File: config.mk
export PLATFORM = sky130hd
export DESIGN_NAME = program_loader_flat
export DESIGN_NICKNAME = d
export VERILOG_FILES = /design/src/rtl/program_loader_pkg.sv /design/src/rtl/program_loader_if.sv /design/src/rtl/program_loader.sv /design/src/flat_wrapper.sv
export SDC_FILE = /design/constraint.sdc
export NUM_CORES = 1
export LEC_CHECK = 0
export ABC_CLOCK_PERIOD_IN_PS = 3400
export CAP_MARGIN = 20
export CORE_ASPECT_RATIO = 0.75
export CORE_MARGIN = 4
export CORE_UTILIZATION = 55
export DETAILED_ROUTE_END_ITERATION = 6
export PLACE_DENSITY_LB_ADDON = 0.1
export REMOVE_ABC_BUFFERS = 1
export SKIP_CTS_REPAIR_TIMING = 1
export SLEW_MARGIN = 25
export SYNTH_ARGS = -nofsm -noshare
export SYNTH_HDL_FRONTEND = slang
export SYNTH_SLANG_ARGS = --single-unit
File: constraint.sdc
create_clock -name clk -period 3.4 [get_ports clk]
set_input_delay 0.51 -clock clk [delete_from_list [all_inputs] [get_ports clk]]
set_output_delay 0.51 -clock clk [all_outputs]
set_load 0.02 [all_outputs]
File: src/rtl/program_loader_pkg.sv
// Shared types and constants for the boot-time instruction-memory loader.
package program_loader_pkg;

  typedef enum logic [3:0] {
    IDLE,
    HEADER,
    LEN_HI,
    LEN_LO,
    DATA_LO,
    DATA_HI,
    CHECKSUM,
    RUN,
    ERROR
  } loader_state_e;

  typedef enum logic [2:0] {
    ERR_NONE     = 3'd0,
    ERR_MAGIC    = 3'd1,
    ERR_LEN      = 3'd2,
    ERR_CHECKSUM = 3'd3,
    ERR_TIMEOUT  = 3'd4
  } loader_err_e;

  localparam logic [7:0] LOADER_MAGIC = 8'hA5;

  // True while a frame is being received (HEADER through CHECKSUM).
  function automatic logic in_frame(input loader_state_e s);
    return s inside {[HEADER:CHECKSUM]};
  endfunction

endpackage

File: src/rtl/program_loader_if.sv
// Byte stream from the host link into the loader (valid/ready handshake).
//   rx_data  : incoming byte
//   rx_valid : rx_data is valid
//   rx_ready : loader accepts a byte this cycle
interface program_loader_if;
  logic [7:0] rx_data;
  logic       rx_valid;
  logic       rx_ready;

  modport master (output rx_data, output rx_valid, input rx_ready);
  modport slave  (input rx_data, input rx_valid, output rx_ready);
endinterface

File: src/rtl/program_loader.sv
// Boot-time loader: parses a framed byte stream (A5, LEN_HI, LEN_LO, LEN words
// low byte first, CHK), writes instruction words to RAM and releases the core
// from reset once the frame checksum validates.
// Ports:
//   clk, reset_n   : clock, asynchronous active-low reset
//   load_request   : single-cycle pulse, starts/restarts a load (aborts any frame)
//   rx             : host byte stream (slave side)
//   imem_we/waddr/wdata : instruction RAM write port (byte address)
//   core_reset_n   : active-low reset to the CPU core
//   busy, done     : frame in progress / program loaded and core running
//   error_code     : loader_err_e, sticky until the next load_request
module program_loader
  import program_loader_pkg::*;
#(
  parameter int unsigned INST_W         = 16,
  parameter int unsigned I_ADDR_W       = 12,
  parameter int unsigned TIMEOUT_CYCLES = 1_000_000
) (
  input  logic                clk,
  input  logic                reset_n,
  input  logic                load_request,
  program_loader_if.slave     rx,
  output logic                imem_we,
  output logic [I_ADDR_W-1:0] imem_waddr,
  output logic [INST_W-1:0]   imem_wdata,
  output logic                core_reset_n,
  output logic                busy,
  output logic                done,
  output logic [2:0]          error_code
);

  localparam int unsigned INST_W_BYTES = INST_W / 8;
  localparam int unsigned MAX_WORDS    = (2 ** I_ADDR_W) / INST_W_BYTES;
  localparam int unsigned TO_W         = $clog2(TIMEOUT_CYCLES + 1);

  loader_state_e   state_q, state_d;
  loader_err_e     err_q, err_d;
  logic [15:0]     word_idx_q, word_idx_d;
  logic [15:0]     len_q, len_d;
  logic [7:0]      lo_q, lo_d;
  logic [7:0]      sum_q, sum_d;
  logic [TO_W-1:0] to_cnt_q, to_cnt_d;

  logic                imem_we_d;
  logic [I_ADDR_W-1:0] imem_waddr_d;
  logic [INST_W-1:0]   imem_wdata_d;
  logic                core_reset_n_d;
  logic                busy_d;
  logic                done_d;

  logic hs;
  logic timed;

  assign rx.rx_ready = in_frame(state_q);
  assign hs          = rx.rx_valid && rx.rx_ready;
  // HEADER waits for the host indefinitely; only later frame bytes time out.
  assign timed       = state_q inside {[LEN_HI:CHECKSUM]};
  assign error_code  = err_q;

  // State, datapath and output registers.
  always_ff @(posedge clk or negedge reset_n) begin
    if (!reset_n) begin
      state_q      <= IDLE;
      err_q        <= ERR_NONE;
      word_idx_q   <= '0;
      len_q        <= '0;
      lo_q         <= '0;
      sum_q        <= '0;
      to_cnt_q     <= '0;
      imem_we      <= 1'b0;
      imem_waddr   <= '0;
      imem_wdata   <= '0;
      core_reset_n <= 1'b0;
      busy         <= 1'b0;
      done         <= 1'b0;
    end else begin
      state_q      <= state_d;
      err_q        <= err_d;
      word_idx_q   <= word_idx_d;
      len_q        <= len_d;
      lo_q         <= lo_d;
      sum_q        <= sum_d;
      to_cnt_q     <= to_cnt_d;
      imem_we      <= imem_we_d;
      imem_waddr   <= imem_waddr_d;
      imem_wdata   <= imem_wdata_d;
      core_reset_n <= core_reset_n_d;
      busy         <= busy_d;
      done         <= done_d;
    end
  end

  // Next-state and datapath update.
  always_comb begin
    state_d    = state_q;
    err_d      = err_q;
    word_idx_d = word_idx_q;
    len_d      = len_q;
    lo_d       = lo_q;
    sum_d      = sum_q;
    to_cnt_d   = to_cnt_q;

    if (load_request) begin
      // Abort wins over a same-cycle handshake; that byte is dropped.
      state_d    = HEADER;
      err_d      = ERR_NONE;
      word_idx_d = '0;
      sum_d      = '0;
      to_cnt_d   = '0;
    end else begin
      if (timed) begin
        to_cnt_d = hs ? '0 : to_cnt_q + TO_W'(1);
      end

      unique case (state_q)
        HEADER: if (hs) begin
          if (rx.rx_data == LOADER_MAGIC) begin
            state_d = LEN_HI;
          end else begin
            state_d = ERROR;
            err_d   = ERR_MAGIC;
          end
        end
        LEN_HI: if (hs) begin
          len_d[15:8] = rx.rx_data;
          state_d     = LEN_LO;
        end
        LEN_LO: if (hs) begin
          len_d[7:0] = rx.rx_data;
          if (({len_q[15:8], rx.rx_data} == 16'd0) ||
              (32'({len_q[15:8], rx.rx_data}) > MAX_WORDS)) begin
            state_d = ERROR;
            err_d   = ERR_LEN;
          end else begin
            state_d = DATA_LO;
          end
        end
        DATA_LO: if (hs) begin
          lo_d    = rx.rx_data;
          sum_d   = sum_q + rx.rx_data;
          state_d = DATA_HI;
        end
        DATA_HI: if (hs) begin
          sum_d      = sum_q + rx.rx_data;
          word_idx_d = word_idx_q + 16'd1;
          state_d    = (word_idx_d == len_q) ? CHECKSUM : DATA_LO;
        end
        CHECKSUM: if (hs) begin
          if (8'(sum_q + rx.rx_data) == 8'd0) begin
            state_d = RUN;
          end else begin
            state_d = ERROR;
            err_d   = ERR_CHECKSUM;
          end
        end
        default: ;
      endcase

      if (timed && !hs && (to_cnt_q == TO_W'(TIMEOUT_CYCLES - 1))) begin
        state_d  = ERROR;
        err_d    = ERR_TIMEOUT;
        to_cnt_d = '0;
      end
    end
  end

  // Next values of the registered outputs.
  always_comb begin
    imem_we_d      = 1'b0;
    imem_waddr_d   = imem_waddr;
    imem_wdata_d   = imem_wdata;
    core_reset_n_d = (state_d == RUN);
    done_d         = (state_d == RUN);
    busy_d         = in_frame(state_d);

    if (!load_request && (state_q == DATA_HI) && hs) begin
      imem_we_d    = 1'b1;
      imem_waddr_d = I_ADDR_W'(word_idx_q * INST_W_BYTES);
      imem_wdata_d = INST_W'({rx.rx_data, lo_q});
    end
  end

endmodule

File: src/flat_wrapper.sv
// flat-port wrapper written by rule: the top's interface ports become plain ports
module program_loader_flat import program_loader_pkg::*;
#(
  parameter int unsigned INST_W         = 16,
  parameter int unsigned I_ADDR_W       = 12,
  parameter int unsigned TIMEOUT_CYCLES = 1_000_000
)
  (clk, reset_n, load_request, imem_we, imem_waddr, imem_wdata, core_reset_n, busy, done, error_code, rx_rx_data, rx_rx_valid, rx_rx_ready);
  program_loader_if rx_i ();
  input  logic clk;
  input  logic reset_n;
  input  logic load_request;
  output logic imem_we;
  output logic [I_ADDR_W-1:0] imem_waddr;
  output logic [INST_W-1:0] imem_wdata;
  output logic core_reset_n;
  output logic busy;
  output logic done;
  output logic [2:0] error_code;
  input wire logic [$bits(rx_i.rx_data)-1:0] rx_rx_data;
  input wire logic [$bits(rx_i.rx_valid)-1:0] rx_rx_valid;
  output wire logic [$bits(rx_i.rx_ready)-1:0] rx_rx_ready;
  assign rx_i.rx_data = rx_rx_data;
  assign rx_i.rx_valid = rx_rx_valid;
  assign rx_rx_ready = rx_i.rx_ready;
  program_loader #(.INST_W(INST_W), .I_ADDR_W(I_ADDR_W), .TIMEOUT_CYCLES(TIMEOUT_CYCLES)) u_core (.clk(clk), .reset_n(reset_n), .load_request(load_request), .rx(rx_i), .imem_we(imem_we), .imem_waddr(imem_waddr), .imem_wdata(imem_wdata), .core_reset_n(core_reset_n), .busy(busy), .done(done), .error_code(error_code));
endmodule
Word-level counts from Yosys, hierarchy flattened
Index checks and enable logic that the tools add are counted.
{ "totals": {"ff_bits": 105, "input_bits": 12, "elab_cells": 97} }
{ "classes": {"add_sub_neg": 3, "magnitude_cmp": 6, "eq_ne": 16, "mux": 33, "bitwise": 1, "n_reduce_logical": 25} }
{ "op_table": {"columns": ["cell", "n"], "rows": [
  ["$mux 20", 4],
  ["$mux 16", 3],
  ["$mux 4", 11],
  ["$mux 3", 8],
  ["$mux 8", 3],
  ["$pmux 4 s6", 1],
  ["$add 20x1->20 const B", 1],
  ["$eq 20x20->1 const B", 1],
  ["$add 16x1->16 const B", 1],
  ["$eq 16x16->1", 1],
  ["$eq 4x3->1 const B", 4],
  ["$gt 16x12->1 const B", 1],
  ["$logic_not 16->1", 1],
  ["$ne 4x2->1 const B", 4],
  ["$pmux 3 s3", 1],
  ["$reduce_and 3->1", 3],
  ["$add 8x8->8", 1],
  ["$eq 4x2->1 const B", 2],
  ["$eq 8x8->1 const B", 1],
  ["$ge 4x1->1 const B", 2],
  ["$le 4x3->1 const B", 2],
  ["$logic_and 1x1->1", 8],
  ["$logic_not 8->1", 1],
  ["$ne 4x4->1 const B", 2],
  ["13 further kinds", 17]
]} }

Logic depth before layout (Yosys ltp)
{ "logic_depth": {"word_depth": 10, "depth_mapped": 10} }

Least setup slack after synthesis
OpenSTA, ideal clock, no wires.
{ "synth_path": {"path_kind": "input-to-reg", "startpoint": "input rx_rx_data[0]", "endpoint": "register u_core.core_reset_n", "setup_ps": 73, "arrival_time_ps": 3037, "slack_ps": 289, "stages": 10, "path_cell_list": "ha_1 fa_1 a211oi_2 nor2_1 xor2_1 or3_1 o41a_1 a211o_1 nor4_1 nor2b_1"} }
{ "synth_between": {"elab_chain_cells": 8, "word_cells_on_any_way": 16} }
{ "synth_rtl": {"columns": ["element", "line", "rtl"], "rows": [
  ["start, declared", "flat_wrapper.sv:20", "input wire logic [$bits(rx_i.rx_data)-1:0] rx_rx_data;"],
  ["$add 8x8->8 (tied with other cells)", "program_loader.sv:149", "if (8'(sum_q + rx.rx_data) == 8'd0) begin"],
  ["$logic_not 8->1 or $logic_or 1x1->1 (tied branches)", "program_loader.sv:149, program_loader.sv:130", null],
  ["$mux 4 (on tied branches)", "program_loader.sv:149, program_loader.sv:130", null],
  ["$mux 4 (on tied branches)", "program_loader.sv:148, program_loader.sv:128", null],
  ["$pmux 4 s6 *", "program_loader.sv:115", "unique case (state_q)"],
  ["$mux 4 *", "program_loader.sv:159", "if (timed && !hs && (to_cnt_q == TO_W'(TIMEOUT_CYCLES - 1))) begin"],
  ["$mux 4 *", "program_loader.sv:103", "if (load_request) begin"],
  ["$eq 4x3->1 *", "program_loader.sv:172", "core_reset_n_d = (state_d == RUN);"],
  ["via u_core.core_reset_n_d", "program_loader.sv:47", "logic core_reset_n_d;"],
  ["end signal, assigned", "program_loader.sv:87", "core_reset_n <= core_reset_n_d;"],
  ["end, declared", "program_loader.sv:26", "output logic core_reset_n,"]
]} }
The timed path passes the listed nets; every way through them passes the cells marked *.
A chain may end at the register's enable or synchronous reset.

Final worst setup path
{ "layout_path": {"startpoint": "register u_core.sum_q[0]", "endpoint": "register u_core.core_reset_n"} }
{ "layout_between": {"elab_chain_cells": 8} }
{ "layout_rtl": {"columns": ["element", "line", "rtl"], "rows": [
  ["start, declared", "program_loader.sv:41", "logic [7:0] sum_q, sum_d;"],
  ["start signal, assigned", "program_loader.sv:82", "sum_q <= sum_d;"],
  ["$add 8x8->8", "program_loader.sv:149", null],
  ["$logic_not 8->1", "program_loader.sv:149", null],
  ["$mux 4", "program_loader.sv:149", null],
  ["$mux 4", "program_loader.sv:148", "CHECKSUM: if (hs) begin"],
  ["$pmux 4 s6", "program_loader.sv:115", null],
  ["$mux 4", "program_loader.sv:159", null],
  ["$mux 4", "program_loader.sv:103", null],
  ["$eq 4x3->1", "program_loader.sv:172", null],
  ["via u_core.core_reset_n_d", "program_loader.sv:47", null]
]} }
The timed path passes the listed nets, and every way through them passes these cells.

==> out/results.ini <==
[status]
status = completed

[placed_design]
portBuffers = 46
dpl.hpwl_um = 9010
placed_area_um2 = 6190
place_congestion = 0.860

[global_route]
grt.total_usage_pct = 23.5
grt_max_degree = 62
first_global_vias = 4273
antenna_found_initial = 0
grt_pass1_wl_um = 21700
overflow = 0

[yosys]
syn_avg_cell_area_um2 = 9.52
yosysWarnings = 0
seq_area_frac_synth_pct = 47.6
netlist_area_um2 = 5520
synth_ff_type = dfrtp_1
ys_async_sr_fraction_pct = 100
synth-edff-count = 0
ys_seq_elements = 105
synth_cell_types = 72
syn_inst = 580

[power]
internal_power_mw = 2.26
p_per_area_nw_per_um2 = 502
swShare_pct = 31.0
power.share.clock_pct = 30.2
pwr-share-seq_pct = 46.7
ir_worst_vdd_uv = 258
power.net_switching_mw = 1.02
comb_power_share_pct = 23.2
totalPowerFinal_mw = 3.28
leakagePower_nw = 2.99

[detailed_routing]
drcViolationCount = 0
dr.pass1.iters = 5
num_vias = 4511
ant_nets = 0
wirelength_um = 13000
dr.first_iter.drc_count = 394
avgRoutedWirePerCell_um = 16.8
via_per_inst = 5.83

[clock_tree]
clk_latency_ns = 0.35
cts_num_sinks = 105
htree_levels = 3
cts_made_buffers = 9
cts.path.max_buffers = 2
clk_root_buffer_cell = clkbuf_16
cts_tree = done
path_clk_slew_ns = 0.07

[worst_setup_path]
ff2ff_path_depth = 10
r2r_slack_ns = 0.14
crit_required_ns = 3.68
crit_type = flop to flop
r2r-start = u_core.sum_q[0]
cp-end-kind = flop
critPathArrivalTime_ns = 3.54
startpoint_type = flop
path_max_fanout = 3
worstReg2RegEnd = u_core.core_reset_n

[floorplan]
die_y_um = 94.8
die_w_um = 124
rows = 31
ios = 48
core_area_um2 = 9740
die-area_um2 = 11700
initial_utilization_pct = 56.7

[final_layout]
drive_above_1_share_pct = 14.5
final_common_cell = nand2_1
seq_area_um2 = 2630
final_util_pct = 67.1
fin_area_um2 = 6530
multi_input_area_um2 = 2750
synthToLayoutAreaGrowth_pct = 18.3
nets = 660
mostFrequentLayoutCells = 123 x nand2_1, 105 x dfrtp_1, 43 x clkdlybuf4s50_1
num_antenna_cells = 0
num-fill-cells = 798

[timing]
slew_viol_final = 0
slew_headroom_pct = 46.5
setup_viol = 0
max_freq_mhz = 306
finalHoldViolCount = 0
fin_crit_sh_pct = 96.0
period_minus_slack_ns = 3.26
tightest_slew_ns = 0.802
hold_ws_ns = 0.250
finalClockSkew_ns = 0.00823

[job]
maxCapViolations = 0

[worst_hold_path]
hold_path.class = input pin to asynchronous set/reset pin

-- registers in the layout, summed over array words and instances, names as in the netlist --
register,flops
u_core.sum_q,8
u_core.imem_we,1
u_core.word_idx_q,16
u_core.to_cnt_q,20
u_core.state_q,4
u_core.error_code,3
u_core.busy,1
u_core.core_reset_n,1
u_core.imem_wdata,16
u_core.len_q,16
u_core.lo_q,8
u_core.imem_waddr,11
-- cell usage after synthesis (4+ instances only) --
library cell,number,area (um^2)
o31ai_1,6,45.0
o21ai_1,4,20.0
xnor2_1,20,175
mux2_2,24,270
dfrtp_1,105,2630
o41ai_1,4,35.0
o21ai_0,38,190
xor2_1,15,131
a31oi_1,4,25.0
buf_6,5,56.3
nor4_1,8,50.1
nand2b_1,6,37.5
or3_1,6,37.5
nand4_1,7,43.8
nor2b_1,4,25.0
buf_1,4,15.0
mux2i_1,8,80.1
clkbuf_1,11,41.3
a21oi_1,13,65.1
ha_1,9,113
and3_1,9,56.3
nand3_1,16,80.1
nor3_1,16,80.1
nand2_1,123,462
nor2_1,39,146
inv_1,8,30.0
-- power groups by stage --
| stage | logic (mW) | registers (mW) | clock network [mW] |
|---|---|---|---|
| final | 0.759 | 1.53 | 0.989 |
| after global routing | 0.833 | 1.55 | 1.07 |
| after CTS | 0.745 | 1.53 | 1.01 |
| after detailed placement | 0.739 | 1.55 | 0 |
| after global placement | 0.717 | 1.54 | 0 |
| after floorplan | 0.423 | 1.55 | 0 |
-- final cells by class --
cell class	count	area share [%]
multi-input combinational	438	42.1
sequential	105	40.2
timing repair buffer	75	10.4
clock buffer	9	3.45
tap	132	2.53
clock inverter	6	0.785
inverter	9	0.517
-- metal layers --
layer,vias to the layer above,part of all wire (%),global-route usage (%)
li1,2157,-,-
met1,2204,50,35.9
met2,129,43,33.9
met3,21,5.2,4.73
met4,0,1.5,6.27
met5,-,0,0
-- through the flow --
stage          std cells  setup WS (ns)  setup TNS, ns
2_1_floorplan        552          0.289              0
3_3_place_gp         758         -0.338          -1.46
3_5_place_dp         758         -0.404          -1.82
4_1_cts              773        -0.0850         -0.154
5_1_grt              774        -0.0158        -0.0158
6_report             774          0.135              0
-- critical path, cell delays in order (launching register included) --
cell	delay, ns
dfrtp_1	0.39
ha_2	0.21
fa_2	0.39
a211oi_2	0.27
nor2_1	0.08
xor2_1	0.16
or3_4	0.41
o41a_1	0.40
a211o_2	0.41
nor4_4	0.31
nor2b_2	0.18
-- cell families (layout without fill, tap and decap cells) --
logic type                 after synthesis  after routing  share of synthesized area, %
AOI/OAI and AO/OA                      104            104                          12.5
xor gates and xnor gates                35             35                          5.55
buffers and inverters                   37             99                          3.74
muxes                                   32             32                          6.34
DFF                                    105            105                          47.6
other                                    1              1                        0.0679
and+or+nand+nor                        256            256                          21.8
adders and majority gates               10             10                          2.40
-- worst max-delay path by stage --
stage	endpoint	cells past startpoint	from
after CTS	u_core.busy	12	rx_rx_data[0]
after global routing	u_core.core_reset_n	10	u_core.sum_q[0]
after global placement	u_core.core_reset_n	11	rx_rx_data[0]
after floorplan	u_core.core_reset_n	10	rx_rx_data[0]
after detailed placement	u_core.busy	12	rx_rx_data[0]
final	u_core.core_reset_n	10	u_core.sum_q[0]
Power figures use the tool's default switching activity.
==> RTL change (same flow settings) <==
Encoding of `loader_state_e`: now one-hot (9 bits for 9 states).
--- a/src/rtl/program_loader_pkg.sv
+++ b/src/rtl/program_loader_pkg.sv
@@ -3,12 +3,12 @@
 
-  typedef enum logic [3:0] {
-    IDLE,
-    HEADER,
-    LEN_HI,
-    LEN_LO,
-    DATA_LO,
-    DATA_HI,
-    CHECKSUM,
-    RUN,
-    ERROR
+  typedef enum logic [8:0] {
+    IDLE     = 9'b000000001,
+    HEADER   = 9'b000000010,
+    LEN_HI   = 9'b000000100,
+    LEN_LO   = 9'b000001000,
+    DATA_LO  = 9'b000010000,
+    DATA_HI  = 9'b000100000,
+    CHECKSUM = 9'b001000000,
+    RUN      = 9'b010000000,
+    ERROR    = 9'b100000000
   } loader_state_e;
Check against the original RTL: no difference found for any inputs over 10 cycles, from zero or initial values and one cycle with reset_n low; not proved beyond that.
==> RTL change against the unedited design <==
- area after synthesis is 4.4% higher
- design area up 5.0%
- count of clock-buffer cells in the layout unchanged
- setup slack lost 0.052 ns
- synthesized cell count fell by 5.2%
- wire length fell by 1.9%
- sequential cell count up 5
- sequential share of layout area fell by 0.058 points
- utilization fell by 0.20 points
Power is not compared: it rests on default switching activity, and its combinational part moved more than twofold at a synthesized area within 25%.
==> RTL change: results (changes against the unedited design) <==
Setup path
  • Critical Path Slowest Stage Cell: sky130_fd_sc_hd__clkdlybuf4s50_1 (was sky130_fd_sc_hd__or3_4)
  • Critical path peak fanout: 2 (was 3)
  • Maximum cell stage delay along the critical path: 0.47 ns (was 0.41 ns)
  • Kind of cell adding the most delay to the critical path: simple AND/OR/NAND/NOR gates (was compound AO/OA/AOI/OAI gates)
  • Worst Path Arrival: 3.56 ns (was 3.54 ns)

Placed design
  • Routability congestion estimate from global placement: 0.920 (was 0.860)
  • Placement-stage cell area: 6490 µm² (was 6190 µm²)
  • Placed Cells incl. Taps: 734 (was 758)
  • DPL Wire Length: 9160 µm (was 9010 µm)

Power and ir drop
  • Static Leak: about 3 nW
  • Share of total power in sequential cells: 0.496

STA
  • Worst-margin pin slew: 0.789 ns (was 0.802 ns)
  • Final worst clock skew: 0.00732 ns (was 0.00823 ns)

Drt
  • Routed wire length: 12700 µm (was 13000 µm)
  • Metal2 WL: 5630 µm (was 5610 µm)
  • M1 wire length: 6240 µm (was 6530 µm)
  • 1st-iter DRT viols: 316 (was 394)
  • Routed length on met3: 747 µm (was 674 µm)
  • Mean number of vias per cell: 5.78 (was 5.83)

Finish
  • Register with the highest flop count: u_core.to_cnt_q (unchanged)
  • Nets: 632 (was 660)
  • Post-route insts no fill: 750 (was 774)
  • Fraction of final layout cells sized beyond drive strength 1: 0.182 (was 0.145)

Synth
  • Yosys warnings: 0 (unchanged)
  • Synthesized netlist cell count: 550 (was 580)
  • Netlist cell types: 63 (was 72)
  • Leading cell types by count after synthesis: sky130_fd_sc_hd__dfrtp_1, sky130_fd_sc_hd__nor2_1, sky130_fd_sc_hd__mux2_2, sky130_fd_sc_hd__xnor2_1, sky130_fd_sc_hd__nand2_1 (was sky130_fd_sc_hd__nand2_1, sky130_fd_sc_hd__dfrtp_1, sky130_fd_sc_hd__nor2_1, sky130_fd_sc_hd__o21ai_0, sky130_fd_sc_hd__mux2_2)
  • Part of the Yosys area used for sequential elements: 0.478 (was 0.476)
  • Top cells by area, synth: sky130_fd_sc_hd__dfrtp_1, sky130_fd_sc_hd__mux2_2, sky130_fd_sc_hd__xnor2_1 (was sky130_fd_sc_hd__dfrtp_1, sky130_fd_sc_hd__nand2_1, sky130_fd_sc_hd__mux2_2)

GRT
  • Maximum number of pins on one net before global-route repair: 89 (was 62)
  • Met2 Resource Use GR: 0.310 (was 0.339)
  • Met1 demand-to-capacity share in global routing: 0.324 (was 0.359)
  • Wire length of the first global-routing pass: 21400 µm (was 21700 µm)
  • Overall Global Routing Usage: 0.214 (was 0.235)
  • Met3 Track Usage GR: 0.0486 (was 0.0473)

CTS
  • Number of buffers inserted during clock tree synthesis: 9 (unchanged)

Run status
  • Run status: finished, final reports clean (unchanged)
==> RTL change: cell families (layout without fill, tap and decap cells) <==
| group | after synthesis | count (layout) | synth area share |
|---|---|---|---|
| compound gates | 64 | 64 | 0.0740 |
| xor+xnor | 62 | 62 | 0.0942 |
| fa+ha+maj | 10 | 10 | 0.0230 |
| buf+inv | 36 | 100 | 0.0267 |
| flops | 110 | 110 | 0.478 |
| mux | 62 | 62 | 0.119 |
| other cells | 1 | 1 | 0.000650 |
| simple gates | 205 | 205 | 0.185 |
==> RTL change: cell type report <==
| class | count | area [µm²] |
|---|---|---|
| clock buffer | 9 | 225 |
| clock inverter | 6 | 93.8 |
| inverter | 13 | 48.8 |
| fill | 767 | 3390 |
| sequential | 110 | 2750 |
| timing repair buffer | 72 | 659 |
| tap | 136 | 170 |
| multi-input combinational | 404 | 2910 |
==> RTL change: worst paths after layout <==
kind / from / endpoint / slack, ns / cells after the start
setup / recovery: rx_rx_data[1] / u_core.core_reset_n / 0.08 / 11
hold / removal: reset_n / u_core.state_q[6] / 0.22 / 1
setup reg to reg: u_core.sum_q[0] / u_core.core_reset_n / 0.20 / 11
hold reg to reg: u_core.imem_wdata[15] / u_core.imem_wdata[15] / 0.49 / 1
max in group asynchronous: reset_n / u_core.imem_waddr[4] / 2.47 / 2
min in group clk: u_core.imem_wdata[15] / u_core.imem_wdata[15] / 0.49 / 1
==> RTL change: per-stage QoR <==
stage	hold slack, ns	setup WS (ns)
final	0.216	0.0838
after global routing	0.281	0.00461
after CTS	0.256	-0.0122
after detailed placement	0.477	-0.398
after global placement	0.468	-0.298
after floorplan	0.214	0.269
